**src/rtl/imem_pkg.sv**
```systemverilog
// imem_pkg: shared constants and FSM state type for the image-memory row loader
package imem_pkg;
    localparam int PIX_W        = 8;
    localparam int PIX_PER_WORD = 30;
    localparam int WORD_W       = PIX_W * PIX_PER_WORD;
    localparam int ADDR_W       = 8;
    localparam int DEPTH        = 256;

    typedef enum logic [1:0] {
        IDLE,
        FILL,
        DONE
    } state_t;
endpackage

```
**src/rtl/imem_word_packer.sv**
```systemverilog
// imem_word_packer: assembles pixels MSB-first into one word, zero-padding on an early last pixel
module imem_word_packer #(
    parameter int PIX_W        = imem_pkg::PIX_W,
    parameter int PIX_PER_WORD = imem_pkg::PIX_PER_WORD
) (
    input  logic                          clock,
    input  logic                          reset,
    input  logic                          clr,
    input  logic                          accept,
    input  logic [PIX_W-1:0]              pix_data,
    input  logic                          pix_last,
    output logic                          word_ready,
    output logic [PIX_W*PIX_PER_WORD-1:0] word
);
    localparam int WORD_W = PIX_W * PIX_PER_WORD;
    localparam int IDX_W  = $clog2(PIX_PER_WORD);

    logic [WORD_W-1:0] acc;
    logic [IDX_W-1:0]  idx;

    // Merge the incoming pixel into its slot; acc is cleared after every word so unfilled bytes read 0
    always_comb begin
        word       = acc | (WORD_W'(pix_data) << (PIX_W * (PIX_PER_WORD - 1 - int'(idx))));
        word_ready = accept && (pix_last || idx == IDX_W'(PIX_PER_WORD - 1));
    end

    // Accumulate pixels; restart or a completed word empties the register
    always_ff @(posedge clock or negedge reset) begin
        if (!reset) begin
            acc <= '0;
            idx <= '0;
        end else if (clr || word_ready) begin
            acc <= '0;
            idx <= '0;
        end else if (accept) begin
            acc <= word;
            idx <= idx + 1'b1;
        end
    end
endmodule

```
**src/rtl/imem_row_loader.sv**
```systemverilog
// imem_row_loader: packs an 8-bit pixel stream into 240-bit words written to consecutive image-memory addresses
module imem_row_loader #(
    parameter int PIX_W        = imem_pkg::PIX_W,
    parameter int PIX_PER_WORD = imem_pkg::PIX_PER_WORD,
    parameter int ADDR_W       = imem_pkg::ADDR_W,
    parameter int DEPTH        = imem_pkg::DEPTH
) (
    input  logic                          clock,
    input  logic                          reset,
    input  logic                          start,
    input  logic                          pix_valid,
    input  logic [PIX_W-1:0]              pix_data,
    input  logic                          pix_last,
    output logic                          pix_ready,
    output logic                          iMem_WEPin,
    output logic [ADDR_W-1:0]             iMem_WEAddress,
    output logic [PIX_W*PIX_PER_WORD-1:0] idataWrite,
    output logic                          frame_done,
    output logic                          ovf_err
);
    import imem_pkg::*;

    localparam int WORD_W = PIX_W * PIX_PER_WORD;

    state_t            state, state_nx;
    logic              accept, word_ready, at_end;
    logic [WORD_W-1:0] word;
    logic [ADDR_W-1:0] addr;

    assign pix_ready = state == FILL;
    assign accept    = pix_valid && pix_ready && !start;
    assign at_end    = addr == ADDR_W'(DEPTH - 1);

    imem_word_packer #(
        .PIX_W        (PIX_W),
        .PIX_PER_WORD (PIX_PER_WORD)
    ) u_packer (
        .clock      (clock),
        .reset      (reset),
        .clr        (start),
        .accept     (accept),
        .pix_data   (pix_data),
        .pix_last   (pix_last),
        .word_ready (word_ready),
        .word       (word)
    );

    // Next state: start always (re)arms capture; a last or final-address word ends the frame
    always_comb begin
        state_nx = state;
        case (state)
            IDLE:    state_nx = start ? FILL : IDLE;
            FILL:    state_nx = start ? FILL : (word_ready && (pix_last || at_end)) ? DONE : FILL;
            DONE:    state_nx = start ? FILL : IDLE;
            default: state_nx = IDLE;
        endcase
    end

    // State register
    always_ff @(posedge clock or negedge reset) begin
        if (!reset) state <= IDLE;
        else        state <= state_nx;
    end

    // Write port, address counter, completion pulse and sticky overflow flag
    always_ff @(posedge clock or negedge reset) begin
        if (!reset) begin
            addr           <= '0;
            iMem_WEPin     <= 1'b0;
            iMem_WEAddress <= '0;
            idataWrite     <= '0;
            frame_done     <= 1'b0;
            ovf_err        <= 1'b0;
        end else begin
            iMem_WEPin <= word_ready;
            frame_done <= state == DONE;
            if (start) begin
                addr    <= '0;
                ovf_err <= 1'b0;
            end else if (word_ready) begin
                iMem_WEAddress <= addr;
                idataWrite     <= word;
                addr           <= at_end ? addr : addr + 1'b1;
                ovf_err        <= ovf_err | (at_end && !pix_last);
            end
        end
    end
endmodule

```
**config.mk**
```make
export PLATFORM = sky130hd
export DESIGN_NAME = imem_row_loader
export DESIGN_NICKNAME = d
export VERILOG_FILES = /design/src/rtl/imem_pkg.sv /design/src/rtl/imem_word_packer.sv /design/src/rtl/imem_row_loader.sv
export SDC_FILE = /design/constraint.sdc
export NUM_CORES = 1
export LEC_CHECK = 0
export ABC_CLOCK_PERIOD_IN_PS = 2300
export BUFFER_PORTS_ARGS = -buffer_cell sky130_fd_sc_hd__buf_2
export CAP_MARGIN = 20
export CORE_MARGIN = 5
export CORE_UTILIZATION = 40
export CTS_CLUSTER_SIZE = 25
export DETAILED_ROUTE_END_ITERATION = 6
export GPL_ROUTABILITY_DRIVEN = 0
export REMOVE_ABC_BUFFERS = 1
export SLEW_MARGIN = 30
export SYNTH_ARGS = -nofsm -noshare
export SYNTH_HDL_FRONTEND = slang
export SYNTH_SLANG_ARGS = --single-unit
```
**constraint.sdc**
```tcl
create_clock -name clock -period 2.3 [get_ports clock]
set_input_delay 0.115 -clock clock [delete_from_list [all_inputs] [get_ports clock]]
set_output_delay 0.115 -clock clock [all_outputs]
set_load 0.005 [all_outputs]
```
==> summary.txt, run 1 <==
Outcome
  • Status: completed

Critical path
  • CP required: 2.81 ns
  • R2r setup slk: 0.16 ns
  • Worst path cell trace: inv_1 > ha_1 > or3_1 > nor3_4 > a21oi_1 > nor2_1
  • Crit path capture type: flip-flop
  • Slowest cell on the critical path: or3_1
  • CP Data Arrival Time: 2.65 ns
  • Crit path kind: reg -> reg
  • Worst path max stage delay: 0.48 ns
  • Crit path max fanout: 8
  • CP Launch Type: flip-flop

Power and ir drop
  • Power per standard cell area: 1080 nW/µm²
  • Clock power frac: 31.2%
  • Switch share: 30.9%
  • Internal power: 18.9 mW
  • Final Power: 27.3 mW
  • Flop pwr share: 45.9%
  • Sw power: 8.45 mW
  • Leak: 11.5 nW
  • VDD IR-drop max: 605 µV
  • Combinational Power Share: 22.9%

Layout
  • Layout cells sized above 1: 21.3%
  • Finished Layout Cells: 3,067
  • Commonest non-fill, non-tap cell in the layout: dfrtp_1
  • Nets: 2,365
  • Area delta synth->final: 23.0%
  • Ant diodes: 0
  • FILL cells: 4,810
  • Reg area: 12,700 µm²
  • Commonest cells after routing, fill and taps aside: dfrtp_1 (506), nor2_1 (485), a21oi_1 (330)
  • Multi-input gate area: 7130 µm²

Detailed routing
  • Via Count: 16,700
  • Wire per inst: 19.6 µm
  • Vias per Instance: 5.45
  • Drt first-iter violations: 1,357
  • # DRC: 0
  • Post-DRT Antenna Nets: 0
  • DRT Pass-1 Iters: 7
  • WL final: 60,100 µm

STA
  • Setup TNS: 0 ns
  • Fin crit period: 2.14 ns
  • Final period util: 92.8%
  • Hold WS: 0.0640 ns
  • Final max-slew violation count: 0
  • Final setup fails: 0
  • Max-slew headroom: 63.9%
  • Worst setup margin: 0.165 ns
  • Worst-Margin Slew: 0.541 ns
  • Final hold violations: 0
  • RSZ-0062 raised after global routing: false
  • Fmax: 468 MHz
  • Clk_skew: 0.0120 ns

Clock tree
  • CTS tree: built
  • Clk sinks: 506
  • Clk_lat worst skew: 0.59 ns
  • CTS Buffer Depth: 3
  • H-tree depth: 2
  • Total CTS buffers: 53
  • Root buffer selected by CTS: clkbuf_16
  • Clock transition at the registers of the reported paths: 0.06 ns

Global route
  • Vias in the first global route: 16,400
  • Global-route wire length before repair: 95,200 µm
  • Pin count of the biggest net entering global routing: 89
  • GRT overflow: 0
  • Total GRT Usage: 21.0%
  • Initial antenna violation count: 1

Synthesis
  • Ys flop type: dfrtp_1
  • Asr flop ratio synth: 100%
  • Yosys reg bits: 506
  • Seq/Total Area, Yosys: 61.8%
  • Synthesized area: 20,500 µm²
  • Syn avg cell area: 9.76 µm²
  • Ys Warns: 0
  • Yosys cell types: 52
  • Mapped Cells: 2,100
  • Post-synth EDFFs: 0

Floorplan
  • Die width: 236 µm
  • Initial Utilization: 40.1%
  • Die area: 55,900 µm²
  • Top-Level Pins: 265
  • Die Ht: 236 µm
  • Std cell rows: 83
  • Core area: 51,100 µm²

Place
  • Port Buffers: 264
  • Placed Cells: 2,959
  • Pre-CTS WS: 0.0624 ns
  • Post-DP HPWL: 38,000 µm

Worst hold path
  • Hold Crit Class: in -> async

Flow run
  • Max Cap Viol: 0
[power by group through the flow]
stage | Clock [mW] | Sequential [mW] | Combinational, mW
CTS | 8.67 | 12.5 | 6.42
finish | 8.52 | 12.5 | 6.27
global placement | 0 | 12.6 | 6.27
global route | 9.08 | 12.8 | 7.06
detailed placement | 0 | 12.7 | 6.39
floorplan | 0 | 12.5 | 2.56
[worst paths after layout]
kind / from / to / cells after the start
worst max-delay path: u_packer.idx[1] / u_packer.acc[136] / 6
worst min-delay path: reset / u_packer.acc[32] / 2
worst max register to register: u_packer.idx[1] / u_packer.acc[136] / 6
worst min register to register: iMem_WEAddress[4] / iMem_WEAddress[4] / 2
max in group asynchronous: reset / idataWrite[54] / 3
min in group clock: pix_valid / u_packer.idx[0] / 4
[sequential cells by signal (all words and copies together), names as in the netlist]
name,cells
idataWrite,240
u_packer.acc,240
addr,8
iMem_WEAddress,8
u_packer.idx,5
state,2
frame_done,1
iMem_WEPin,1
ovf_err,1
[worst max-delay path: cells and delay by family (launching register included)]
kind	cells	cell delay [ns]
AOI/OAI and AO/OA	1	0.14
adders and majority gates	1	0.37
buffers and inverters	1	0.08
DFF	1	0.42
and+or+nand+nor	3	1.05
[final cells by class]
class / instances / share of cell area, %
Sequential cell: 506 / 50.2
Multi-Input combinational cell: 1402 / 28.3
Timing Repair Buffer: 378 / 11.2
Clock buffer: 76 / 6.21
Tap cell: 680 / 3.37
Clock inverter: 19 / 0.660
Inverter: 6 / 0.119
[per-layer routing]
layer	track usage (%)	vias up	routed length (µm)
li1	-	7752	-
met1	30.0	8354	26800
met2	33.5	527	28400
met3	4.10	84	3620
met4	5.16	2	1360
met5	0	-	13
[per-stage QoR]
step | area (µm²) | utilization, %
floorplan | 19700 | -
global placement | 23300 | 45.7
detailed placement | 23300 | 45.7
CTS | 25200 | 49.3
global route | 25200 | 49.4
finish | 25200 | 49.4
[cell usage after synthesis, drive strengths merged (3+ instances only)]
cell type | number | area share [%]
dfrtp | 506 | 62
nor2 | 488 | 8.9
a21oi | 331 | 8.1
a31oi | 162 | 4.9
nand2 | 156 | 2.9
buf | 100 | 2.6
o21ai | 88 | 2.1
clkbuf | 86 | 1.6
o22ai | 83 | 2.6
nor3 | 17 | 0.96
nor2b | 9 | 0.27
nand3 | 8 | 0.20
a211oi | 6 | 0.51
inv | 6 | 0.11
ha | 5 | 0.31
nand2b | 5 | 0.15
or3 | 5 | 0.15
nand4 | 4 | 0.12
nand4b | 4 | 0.26
and3 | 3 | 0.092
nand3b | 3 | 0.11
or3b | 3 | 0.14
or4 | 3 | 0.11
[logic make-up after synthesis]
logic type	share of synthesized area, %
compound gates	18.7
mux	0.0488
xor+xnor	0.220
flops	61.8
simple gates	14.7
fa+ha+maj	0.305
buf+inv	4.25
[what timing repair did]
item,in CTS,in global routing
setup endpoints to repair,0,61
buffers inserted,0,2
hold endpoints to repair,555,0
hold buffers,11,0
gates resized for setup,0,3
Note: power is estimated with default switching activity, not from simulation.
==> inputs of run 2 (changes only) <==
GPL_TIMING_DRIVEN = 0   (was default)
==> summary.txt, run 2 (synthesis results as in run 1) <==
Clock tree
  • Total CTS buffers: 53 (unchanged)
  • CTS tree: built (unchanged)
  • Clk sinks: 506 (unchanged)
  • Clk_lat worst skew: 0.60 ns (was 0.59 ns)
  • CTS Buffer Depth: 3 (unchanged)
  • H-tree depth: 2 (unchanged)
  • Root buffer selected by CTS: clkbuf_16 (unchanged)
  • Clock transition at the registers of the reported paths: 0.07 ns (was 0.06 ns)

Global route
  • GRT overflow: 0 (unchanged)
  • Global-route wire length before repair: 101,000 µm (was 95,200 µm)
  • Pin count of the biggest net entering global routing: 111 (was 89)
  • Total GRT Usage: 22.8% (was 21.0%)
  • Vias in the first global route: 17,100 (was 16,400)
  • Initial antenna violation count: 2 (was 1)

Detailed routing
  • # DRC: 0 (unchanged)
  • Vias per Instance: 5.58 (was 5.45)
  • Drt first-iter violations: 1,475 (was 1,357)
  • DRT Pass-1 Iters: 5 (was 7)
  • Wire per inst: 21.3 µm (was 19.6 µm)
  • Via Count: 17,200 (was 16,700)
  • Post-DRT Antenna Nets: 0 (unchanged)
  • WL final: 65,600 µm (was 60,100 µm)

Worst hold path
  • Hold Crit Class: in -> async (unchanged)

Layout
  • Nets: 2,385 (was 2,365)
  • Area delta synth->final: 27.2% (was 23.0%)
  • FILL cells: 4,682 (was 4,810)
  • Commonest cells after routing, fill and taps aside: dfrtp_1 (501), nor2_1 (482), a21oi_1 (330) (was dfrtp_1 (506), nor2_1 (485), a21oi_1 (330))
  • Reg area: 12,700 µm² (about the same)
  • Post-route cell area: 26,100 µm² (was 25,200 µm²)
  • Multi-input gate area: 7350 µm² (was 7130 µm²)
  • Layout cells sized above 1: 22.5% (was 21.3%)
  • Commonest non-fill, non-tap cell in the layout: dfrtp_1 (unchanged)
  • Largest regs: idataWrite (240), u_packer.acc (240) (unchanged)

STA
  • RSZ-0062 raised after global routing: false (unchanged)
  • Worst setup margin: 0.0582 ns (was 0.165 ns)
  • Fin crit period: 2.24 ns (was 2.14 ns)
  • Worst-Margin Slew: 0.765 ns (was 0.541 ns)
  • Clk_skew: 0.0199 ns (was 0.0120 ns)
  • Setup TNS: 0 ns (unchanged)
  • Max-slew headroom: 49.0% (was 63.9%)
  • Fmax: 446 MHz (was 468 MHz)
  • Final period util: 97.5% (was 92.8%)
  • Hold WS: 0.0987 ns (was 0.0640 ns)
  • Final hold violations: 0 (unchanged)
  • Final setup fails: 0 (unchanged)
  • Final max-slew violation count: 0 (unchanged)

Critical path
  • Crit path kind: reg -> reg (unchanged)
  • CP required: 2.78 ns (was 2.81 ns)
  • Worst R2R End: idataWrite[72] (was u_packer.acc[136])
  • R2r setup slk: 0.06 ns (was 0.16 ns)
  • R2r worst-path depth: 8 (was 6)
  • Crit path max fanout: 12 (was 8)
  • Crit path capture type: flip-flop (unchanged)
  • Worst R2R Start: u_packer.idx[1] (unchanged)
  • CP Data Arrival Time: 2.72 ns (was 2.65 ns)
  • CP Launch Type: flip-flop (unchanged)

Floorplan
  • Core area: 51,100 µm² (unchanged)
  • Die width: 236 µm (unchanged)
  • Die area: 55,900 µm² (unchanged)
  • Initial Utilization: 40.1% (unchanged)
  • Top-Level Pins: 265 (unchanged)
  • Std cell rows: 83 (unchanged)
  • Die Ht: 236 µm (unchanged)

Place
  • Port Buffers: 264 (unchanged)
  • Pre-CTS WS: -1.55 ns (was 0.0624 ns)
  • Post-DP HPWL: 39,300 µm (was 38,000 µm)
  • Placed Area: 23,300 µm² (about the same)

Power and ir drop
  • Power per standard cell area: 1060 nW/µm² (was 1080 nW/µm²)
  • VDD IR-drop max: 657 µV (was 605 µV)
  • Leak: 11.9 nW (was 11.5 nW)
  • Final Power: 27.6 mW (was 27.3 mW)

Flow run
  • Max Cap Viol: 0 (unchanged)

Outcome
  • Status: completed (unchanged)
## run 2: cell types whose count changed in the layout (fill, tap and decap cells not counted), moves of 5 or more
cell and delta:
buf_12 -43, buf_16 +37, buf_4 -12, buf_6 +12, buf_8 +8, bufbuf_16 +8, nor3_4 +8, nor3_2 -7
dfrtp_1 -5
## run 2: layout make-up
class                           count  share of cell area (%)
Timing Repair inverter              2                  0.0672
Tap cell                          680                    3.26
Inverter                            6                   0.163
Clock inverter                     15                   0.528
Clock buffer                       75                    5.95
Sequential cell                   506                    48.6
Timing Repair Buffer              390                    13.2
Multi-Input combinational cell   1408                    28.2
Antenna cell                        1                 0.00959
## run 2: timing repair
item,in CTS,in global routing
gates resized for setup,39,5
pin swaps,12,5
setup endpoints to repair,500,195
buffers inserted,27,12
hold buffers,12,0
cloned,17,2
hold endpoints to repair,239,0
## run 2: worst max-delay path: stages (launching register included)
cell     delay, ns
dfrtp_2       0.46
buf_4         0.20
and3_4        0.22
o22a_2        0.28
nand4_1       0.19
buf_6         0.20
buf_6         0.19
buf_4         0.24
o22ai_1       0.12
## run 2: worst max-delay path by stage
stage | from | end | slack, ns | cells after the start
CTS | u_packer.idx[0] | idataWrite[233] | -0.003 | 7
global route | u_packer.idx[1] | idataWrite[144] | 0.003 | 9
finish | u_packer.idx[1] | idataWrite[72] | 0.06 | 8
global placement | reset | idataWrite[16] | -9.04 | 1
floorplan | u_packer.idx[0] | u_packer.acc[0] | -4.32 | 3
detailed placement | u_packer.idx[0] | idataWrite[207] | -1.55 | 7
## run 2: layer usage
metal	share of wire [%]	GRT usage, %	wire [µm]	vias up
met2	48	36.6	31200	619
met1	44	32.4	28700	8661
met5	0	0	0	-
met4	2.4	6.05	1570	0
li1	-	-	-	7822
met3	6.2	3.68	4080	111
## run 2: per-stage QoR
step | utilization, % | cells
after detailed placement | 45.7 | 2923
after CTS | 50.7 | 3068
after global placement | 42.7 | 2858
final | 51.0 | 3083
after floorplan | - | 1914
after global routing | 51.0 | 3083
## run 2: where the power goes
group	switching [mW]	internal, mW	total (mW)
clock network	3.53	4.89	8.42
logic	3.55	3.12	6.67
registers	1.50	11.0	12.5
